--- src/rtl/vga_pkg.sv ---
// Shared constants, types and the framebuffer address helper for the
// VGA framebuffer arbiter.
package vga_pkg;

    localparam int H_ACTIVE   = 640;
    localparam int V_ACTIVE   = 480;
    localparam int DATA_W     = 8;
    localparam int ADDR_W     = 19;
    localparam int FIFO_DEPTH = 4;
    localparam int CNT_W      = $clog2(FIFO_DEPTH) + 1;

    typedef enum logic [1:0] {
        IDLE,
        DISP,
        DRAIN
    } fb_state_t;

    typedef struct packed {
        logic [ADDR_W-1:0] addr;
        logic [DATA_W-1:0] data;
    } fb_wr_t;

    // y*640 + x as two shifts and an add, so no multiplier is inferred.
    function automatic logic [ADDR_W-1:0] fb_addr(input logic [9:0] x, input logic [9:0] y);
        logic [ADDR_W-1:0] yw;
        logic [ADDR_W-1:0] xw;
        yw = {{(ADDR_W-10){1'b0}}, y};
        xw = {{(ADDR_W-10){1'b0}}, x};
        return (yw << 9) + (yw << 7) + xw;
    endfunction

endpackage

--- src/rtl/fb_wr_fifo.sv ---
// Small synchronous FIFO that queues pixel writes until the RAM port is
// free during blanking.
module fb_wr_fifo
    import vga_pkg::*;
(
    input  logic   clk,
    input  logic   rst,
    input  logic   push,
    input  logic   pop,
    input  fb_wr_t din,
    output fb_wr_t dout,
    output logic   full,
    output logic   empty
);

    localparam int PTR_W = $clog2(FIFO_DEPTH);

    fb_wr_t             mem_q [FIFO_DEPTH];
    logic [PTR_W-1:0]   wr_ptr_q, wr_ptr_d;
    logic [PTR_W-1:0]   rd_ptr_q, rd_ptr_d;
    logic [CNT_W-1:0]   count_q, count_d;
    logic               do_push, do_pop;

    assign full  = (count_q == CNT_W'(FIFO_DEPTH));
    assign empty = (count_q == '0);
    assign dout  = mem_q[rd_ptr_q];

    always_comb begin
        do_push  = push & ~full;
        do_pop   = pop & ~empty;
        wr_ptr_d = wr_ptr_q + PTR_W'(do_push);
        rd_ptr_d = rd_ptr_q + PTR_W'(do_pop);
        count_d  = count_q + CNT_W'(do_push) - CNT_W'(do_pop);
    end

    always_ff @(posedge clk) begin
        if (rst) begin
            wr_ptr_q <= '0;
            rd_ptr_q <= '0;
            count_q  <= '0;
        end else begin
            wr_ptr_q <= wr_ptr_d;
            rd_ptr_q <= rd_ptr_d;
            count_q  <= count_d;
        end
    end

    // Storage needs no reset: the count alone decides what is valid.
    always_ff @(posedge clk) begin
        if (do_push) begin
            mem_q[wr_ptr_q] <= din;
        end
    end

endmodule

--- src/rtl/vga_fb_arbiter.sv ---
// Arbitrates one single-port framebuffer RAM between VGA scan-out (owner
// during the active region) and a queued pixel writer (drained in blanking).
module vga_fb_arbiter
    import vga_pkg::*;
(
    input  logic              clk,
    input  logic              rst,
    input  logic [9:0]        cuentaX,
    input  logic [9:0]        cuentaY,
    input  logic              wr_valid,
    output logic              wr_ready,
    input  logic [9:0]        wr_x,
    input  logic [9:0]        wr_y,
    input  logic [DATA_W-1:0] wr_data,
    output logic [ADDR_W-1:0] mem_addr,
    output logic              mem_we,
    output logic [DATA_W-1:0] mem_wdata,
    input  logic [DATA_W-1:0] mem_rdata,
    output logic [DATA_W-1:0] pixel,
    output logic              pixel_valid,
    output logic              addr_err
);

    fb_state_t         state_q, state_d;
    logic              fifo_full, fifo_empty, fifo_push, fifo_pop;
    fb_wr_t            fifo_din, fifo_dout;
    logic              active, wr_in_range, wr_accept;
    logic [ADDR_W-1:0] mem_addr_q, mem_addr_d;
    logic [DATA_W-1:0] mem_wdata_q, mem_wdata_d;
    logic [DATA_W-1:0] pixel_q, pixel_d;
    logic [1:0]        act_pipe_q, act_pipe_d;
    logic              pixel_valid_q, pixel_valid_d;
    logic              addr_err_q, addr_err_d;

    assign active      = (cuentaX < 10'(H_ACTIVE)) && (cuentaY < 10'(V_ACTIVE));
    assign wr_in_range = (wr_x < 10'(H_ACTIVE)) && (wr_y < 10'(V_ACTIVE));
    assign wr_ready    = ~fifo_full;
    assign wr_accept   = wr_valid & ~fifo_full;
    assign fifo_push   = wr_accept & wr_in_range;
    assign fifo_din    = '{addr: fb_addr(wr_x, wr_y), data: wr_data};

    fb_wr_fifo u_fifo (
        .clk   (clk),
        .rst   (rst),
        .push  (fifo_push),
        .pop   (fifo_pop),
        .din   (fifo_din),
        .dout  (fifo_dout),
        .full  (fifo_full),
        .empty (fifo_empty)
    );

    always_comb begin
        state_d     = IDLE;
        fifo_pop    = 1'b0;
        mem_addr_d  = mem_addr_q;
        mem_wdata_d = mem_wdata_q;

        if (active) begin
            state_d = DISP;
        end else if (!fifo_empty) begin
            state_d = DRAIN;
        end

        // RAM command is chosen from the next state and registered with it.
        case (state_d)
            DISP: begin
                mem_addr_d = fb_addr(cuentaX, cuentaY);
            end
            DRAIN: begin
                fifo_pop    = 1'b1;
                mem_addr_d  = fifo_dout.addr;
                mem_wdata_d = fifo_dout.data;
            end
            default: ;
        endcase

        act_pipe_d    = {act_pipe_q[0], active};
        pixel_valid_d = act_pipe_q[1];
        pixel_d       = act_pipe_q[1] ? mem_rdata : '0;
        addr_err_d    = addr_err_q | (wr_accept & ~wr_in_range);
    end

    always_ff @(posedge clk) begin
        if (rst) begin
            state_q       <= IDLE;
            mem_addr_q    <= '0;
            mem_wdata_q   <= '0;
            act_pipe_q    <= '0;
            pixel_valid_q <= 1'b0;
            pixel_q       <= '0;
            addr_err_q    <= 1'b0;
        end else begin
            state_q       <= state_d;
            mem_addr_q    <= mem_addr_d;
            mem_wdata_q   <= mem_wdata_d;
            act_pipe_q    <= act_pipe_d;
            pixel_valid_q <= pixel_valid_d;
            pixel_q       <= pixel_d;
            addr_err_q    <= addr_err_d;
        end
    end

    assign mem_we      = (state_q == DRAIN);
    assign mem_addr    = mem_addr_q;
    assign mem_wdata   = mem_wdata_q;
    assign pixel       = pixel_q;
    assign pixel_valid = pixel_valid_q;
    assign addr_err    = addr_err_q;

endmodule

--- config.mk ---
export PLATFORM = sky130hd
export DESIGN_NAME = vga_fb_arbiter
export DESIGN_NICKNAME = d
export VERILOG_FILES = /design/src/rtl/vga_pkg.sv /design/src/rtl/fb_wr_fifo.sv /design/src/rtl/vga_fb_arbiter.sv
export SDC_FILE = /design/constraint.sdc
export NUM_CORES = 1
export LEC_CHECK = 0
export CORE_MARGIN = 3
export CORE_UTILIZATION = 59
export DETAILED_ROUTE_END_ITERATION = 6
export PLACE_DENSITY = 0.95
export SLEW_MARGIN = 20
export SYNTH_ARGS = -nofsm -noshare
export SYNTH_HDL_FRONTEND = slang
export SYNTH_SLANG_ARGS = --single-unit
--- constraint.sdc ---
create_clock -name clk -period 9.2 [get_ports clk]
set_input_delay 0.92 -clock clk [delete_from_list [all_inputs] [get_ports clk]]
set_output_delay 0.92 -clock clk [all_outputs]
set_load 0.03 [all_outputs]
== Word level (Yosys, flattened, before mapping) ==
Memory sizes are Yosys's and may differ from the RTL's. A register that Yosys moved wholly into a read port is not among the register bits.
Index checks and enable logic that the tools add are counted.

* Flip-flop bits (word level): 48
* Bits in writable memories: 108
* Bits of input ports: 59
* Output and inout port bits: 39
* Memories: 1

{| class="wikitable"
|+ Memories
! name !! words !! bits a word !! read ports !! clocked after Yosys merged registers in !! wr ports !! line !! source
|-
| u_fifo.mem_q || 4 || 27 || 1 || 1 || 1 || fb_wr_fifo.sv:18 || <nowiki>fb_wr_t mem_q [FIFO_DEPTH];</nowiki>
|}

* $add $sub $neg: 8
* Magnitude comparators: 4
* Equality and inequality tests: 4
* Mux-type cells: 7
* Bitwise gates (word level): 10
* Reductions and logical operators: 5

{| class="wikitable"
|+ Operator list
! operator !! number
|-
| $add 19x10->19 || 2
|-
| $add 19x17->19 || 2
|-
| $pmux 19 s2 || 1
|-
| $lt 10x10->1 const B || 2
|-
| $lt 10x9->1 const B || 2
|-
| $mux 2 || 3
|-
| $and 1x1->1 || 5
|-
| $add 2x1->2 || 2
|-
| $eq 2x2->1 const B || 2
|-
| $not 1->1 || 4
|-
| $add 3x1->3 || 1
|-
| $eq 3x3->1 const B || 1
|-
| $logic_not 3->1 || 1
|-
| $mux 1 || 3
|-
| $sub 3x1->3 || 1
|-
| $eq 2x1->1 const B || 1
|-
| $logic_and 1x1->1 || 2
|-
| $reduce_bool 2->1 || 1
|-
| $reduce_or 2->1 || 1
|-
| $or 1x1->1 || 1
|}

== Depth between registers and ports, before layout ==
* Word-level depth: 8
* Gate-level depth with buffers: 13

== Cells and area by module ==
A second synthesis with hierarchy kept.

* Cell total of the unflattened synthesis: 475
* Area total of the unflattened synthesis: 6931.6 um2

{| class="wikitable"
|+ By module, submodules not included
! module !! times used !! cells each !! area an instance (um2) !! seq. area each (um2)
|-
| fb_wr_fifo || 1 || 176 || 4262.8 || 3383.2
|-
| vga_fb_arbiter || 1 || 299 || 2668.8 || 800.8
|}

== Worst setup path before layout ==
No wires, ideal clock.

* Path type: in2reg
* Start: input port wr_y[5]
* End: memory u_fifo.mem_q[0][0] (netlist name) (enable)
* Arrival time: 3.808 ns
* Path slack: 4.912 ns
* Cell stages on the path: 3
* Buffers on the path: 0
* Path through: a41oi_1 nand2_1 nor4_1

* Longest elaborated chain between the ends: 6

{| class="wikitable"
|+ Ends and longest elaborated chain
! what !! line !! source
|-
| from (decl) || vga_fb_arbiter.sv:13 || <nowiki>input logic [9:0] wr_y,</nowiki>
|-
| $lt 10x9->1 || vga_fb_arbiter.sv:36 || <nowiki>assign wr_in_range = (wr_x < 10'(H_ACTIVE)) && (wr_y < 10'(V_ACTIVE));</nowiki>
|-
| $logic_and 1x1->1 || vga_fb_arbiter.sv:36 ||
|-
| $and 1x1->1 || vga_fb_arbiter.sv:39 || <nowiki>assign fifo_push = wr_accept & wr_in_range;</nowiki>
|-
| $and 1x1->1 || fb_wr_fifo.sv:29 || <nowiki>do_push = push & ~full;</nowiki>
|-
| $mux 1 || fb_wr_fifo.sv:50 || <nowiki>if (do_push) begin</nowiki>
|-
| $mux 1 (implied by the code) || fb_wr_fifo.sv:51 || <nowiki>mem_q[wr_ptr_q] <= din;</nowiki>
|-
| to (decl) || fb_wr_fifo.sv:18 ||
|}

Every way passes these cells.

== Worst setup path after layout ==
* Start: input port cuentaY[7]
* End: register u_fifo.count_q[2]

* Longest elaborated chain between the ends: 7

{| class="wikitable"
|+ Ends and longest elaborated chain
! what !! line !! source
|-
| from (decl) || vga_fb_arbiter.sv:9 || <nowiki>input logic [9:0] cuentaY,</nowiki>
|-
| $lt 10x9->1 || vga_fb_arbiter.sv:35 || <nowiki>assign active = (cuentaX < 10'(H_ACTIVE)) && (cuentaY < 10'(V_ACTIVE));</nowiki>
|-
| $logic_and 1x1->1 || vga_fb_arbiter.sv:35 ||
|-
| $mux 2 || vga_fb_arbiter.sv:59 || <nowiki>if (active) begin</nowiki>
|-
| via state_d[1] || vga_fb_arbiter.sv:24 || <nowiki>fb_state_t state_q, state_d;</nowiki>
|-
| $eq 2x2->1 || vga_fb_arbiter.sv:66 || <nowiki>case (state_d)</nowiki>
|-
| $mux 1 || vga_fb_arbiter.sv:66 ||
|-
| $and 1x1->1 || fb_wr_fifo.sv:30 || <nowiki>do_pop = pop & ~empty;</nowiki>
|-
| $sub 3x1->3 || fb_wr_fifo.sv:33 || <nowiki>count_d = count_q + CNT_W'(do_push) - CNT_W'(do_pop);</nowiki>
|-
| to (signal assigned) || fb_wr_fifo.sv:44 || <nowiki>count_q <= count_d;</nowiki>
|-
| to (decl) || fb_wr_fifo.sv:21 || <nowiki>logic [CNT_W-1:0] count_q, count_d;</nowiki>
|}

The timed path passes the listed nets, and every way through them passes these cells.
A chain may end at the register's enable or synchronous reset.

==> impl_results.md <==
- Fillers: 626
- Die Ht: 114 um
- DR vias: 4383
- Synth Instances: 464
- Hpwl dp: 10.0 mm
- Buf/Inv on CP: 5
- CP max stage cell: clkdlybuf4s50_1
- Sw Share: 31.1%
- Starting density of the core: 61.8%
- Register-to-register path setup slack: 6270 ps
- Worst-path maximum fanout: 37
- Slew Limit Fails: 0
- Crit path launch: cuentaY[7]
- Global-route usage over all layers: 24.4%
- Main synth FF type: edfxtp_1
- Num CTS Buffers: 17
- Initial DRC count: 371
- Commonest non-fill, non-tap cell in the layout: edfxtp_1
- Yosys reg bits: 155
- Slew @ Worst Pin: 603 ps
- Area leader, netlist: edfxtp_1
- DR vias/cell: 6.06
- Die width: 114 um
- Number of antenna repair diodes: 0
- Syn nets: 570
- Pwr/cell area: 252 nW/um^2
- Async set-reset flop share out of synthesis: 0%
- Sequential share of the synthesized area: 60.8%
- Top-area cell type share of the netlist area: 47.1%
- Synthesized area per cell: 14.8 um^2
- Maximum vdd drop: 0.163 mV
- Port bufs: 97
- Uppermost layer routed: met4
- Clock transition at path regs: 60 ps
- Power, Total: 2.16 mW
- Postcts setup bufs: 0
- CTS tree: done
- CP peak stage delay: 520 ps
- Max-slew headroom: 59.8%
- Status: complete, no violations
- Delay-heaviest family, CP: buffers and inverters
- Wire length per cell: 21.1 um
- Root Buffer: clkbuf_16
- Worst Skew: 8.65 ps
- Type of origin of the critical path: input port
- Met2 routed WL: 7.68 mm
- Sequential power share: 41.2%
- RSZ-0062 raised after global routing: no
- Drt pass-1 iters: 5
- Post-CTS Hold Buffers: 0
- Setup TNS: 0 ps
- Drt drc: 0
- Core Region: 11100 um^2
- Layout cells sized above 1: 13.4%
- Post-synth EDFFs: 108
- WP data arrival: 3880 ps
- Vias in the first global route: 4504
- Footprint of the multi-input gates: 2580 um^2
- CTS HTree Levels: 4
- Number of distinct library cells after synthesis: 50
- YS warnings: 0
- Final hold viol count: 0
- Post-layout min period: 3600 ps
- Hold_sp: state_q[0]$_SDFF_PP0_
- Leakage Power: 3.12 nW
- Crit-path cells: clkdlybuf4s50_1, nand4_1, nand3b_1, buf_4, nand2b_1, inv_2, ha_1, inv_1, ha_1, inv_1, fa_1, xor2_1, xnor2_1, nor2_1
- Largest net degree at the start of global routing: 46
- F_max: 278 MHz
- FF/Latch Area: 4190 um^2
- # IOs: 98
- Row count: 38
- Clock power frac: 29.8%
- Routed met3 length: 1.10 mm
- Most frequent cells in the layout: 108 x edfxtp_1, 97 x clkdlybuf4s50_1, 46 x dfxtp_1, 42 x ha_1, 30 x nor2_1
- Hold EP: act_pipe_q[1]$_SDFF_PP0_
- Data required, critical path: 9480 ps
- CTS resizes: 0
- WL met1: 6.18 mm
- First-pass GRT wire length: 24.1 mm
- R2r startpoint: u_fifo.count_q[0]$_SDFF_PP0_
- Final Wtd Congestion: 0.842
- Critical Path End Type: register
- Synth Cell Area: 6880 um^2
- Fin crit share: 39.1%
- Max_cap viols: 0
- Full die area: 13000 um^2
- Synth top area cells: edfxtp_1 47%, dfxtp_1 14%, mux4_2 8.8%
- Endpoints failing setup: 0
- Initial antenna violation count: 0
- Syn-to-layout area delta: 24.5%
- NetSw: 0.671 mW
- WL final: 15.2 mm
- Nets: 676
- Worst skew pair latency: 410 ps
- Sinks on Clock Net: 155
- WS Path Type: in -> reg
- Hold Path Stages: 1
- CTS max path bufs: 2
- End of the worst register-to-register path: u_fifo.count_q[2]$_SDFF_PP0_
- Power Internal: 1.49 mW
- Worst Hold Class: reg -> reg
- Antenna violation net count after detailed routing: 0
- Grt ovf: 0
- Comb pwr share: 28.9%
- Worst r2r path cells: 12
==> Yosys cell counts, types with 2 or more instances <==
| library cell | count |
|---|---|
| o31ai_1 | 2 |
| nand2_1 | 29 |
| nor2_1 | 32 |
| a221oi_1 | 2 |
| a21oi_2 | 2 |
| mux2i_1 | 19 |
| a211oi_1 | 17 |
| fa_1 | 5 |
| and3_1 | 2 |
| nor3_1 | 2 |
| and2_1 | 8 |
| inv_1 | 8 |
| a21o_1 | 6 |
| a21oi_1 | 21 |
| o21a_1 | 3 |
| o211ai_1 | 2 |
| a31o_1 | 2 |
| o21ai_0 | 8 |
| nand4_1 | 2 |
| edfxtp_1 | 108 |
| nor3b_1 | 3 |
| buf_2 | 6 |
| buf_6 | 3 |
| xor2_1 | 4 |
| o21bai_1 | 2 |
| dfxtp_1 | 47 |
| mux4_2 | 27 |
| clkbuf_1 | 9 |
| xnor2_1 | 11 |
| ha_1 | 42 |
| nand2b_1 | 4 |
| a2111oi_2 | 3 |
| nor2b_1 | 6 |
==> cell type report <==
type                       count  share of cell area [%]
sequential                   155                    48.9
multi-input combinational    281                    30.1
timing repair buffer         106                    12.1
clock buffer                  18                    5.01
tap                          140                    2.04
clock inverter                14                    1.45
inverter                       9                   0.394
==> through the flow <==
step | area [um^2] | instances | hold slack [ps] | worst slack, ps | utilization [%]
finish | 8570 | 723 | 463 | 5600 | 77.0
global route | 8570 | 723 | 481 | 5400 | 77.0
CTS | 8560 | 723 | 465 | 5640 | 77.0
detailed placement | 8010 | 691 | 452 | 5230 | 72.0
global placement | 8010 | 691 | 451 | 5410 | 72.0
floorplan | 6880 | 464 | 439 | 4910 | -
==> layer usage <==
layer	track usage [%]	vias up
met3	4.35	22
met2	40.7	216
met5	0	-
li1	-	1995
met1	32.5	2150
met4	8.71	0
==> state kept, by name (all words and copies together) (netlist names), 2 cells and up <==
signal,cells
u_fifo.rd_ptr_q,2
u_fifo.wr_ptr_q,2
mem_wdata,8
mem_addr,19
pixel,8
u_fifo.count_q,3
state_q,2
u_fifo.mem_q,108
==> power by group through the flow <==
stage	sequential, mW	combinational (mW)	clock [mW]
after floorplan	0.942	0.363	0
after detailed placement	0.900	0.609	0
after CTS	0.890	0.623	0.647
after global placement	0.897	0.581	0
final	0.890	0.625	0.644
after global routing	0.899	0.662	0.678
==> logic make-up (layout without fill, tap and decap cells) <==
kind of cell | Yosys count | in the layout | share of synthesized area, %
flip-flops | 155 | 155 | 60.8
AND/OR/NAND/NOR | 96 | 96 | 6.71
AO/OA/AOI/OAI | 77 | 77 | 7.91
adder cells (fa/ha/maj) | 47 | 47 | 9.09
multiplexers | 46 | 46 | 11.6
buffers and inverters | 28 | 147 | 1.96
XOR/XNOR | 15 | 15 | 1.91
==> how the worst max path moves through the flow <==
stage,cells past startpoint,end,slack [ps]
3_3_place_gp,14,u_fifo.count_q[2]$_SDFF_PP0_,5410
6_report,14,u_fifo.count_q[2]$_SDFF_PP0_,5600
4_1_cts,14,u_fifo.count_q[2]$_SDFF_PP0_,5640
3_5_place_dp,14,u_fifo.count_q[2]$_SDFF_PP0_,5230
5_1_grt,14,u_fifo.count_q[2]$_SDFF_PP0_,5400
2_1_floorplan,3,u_fifo.mem_q[0][0]$_DFFE_PP_,4910
Power figures use the tool's default switching activity.
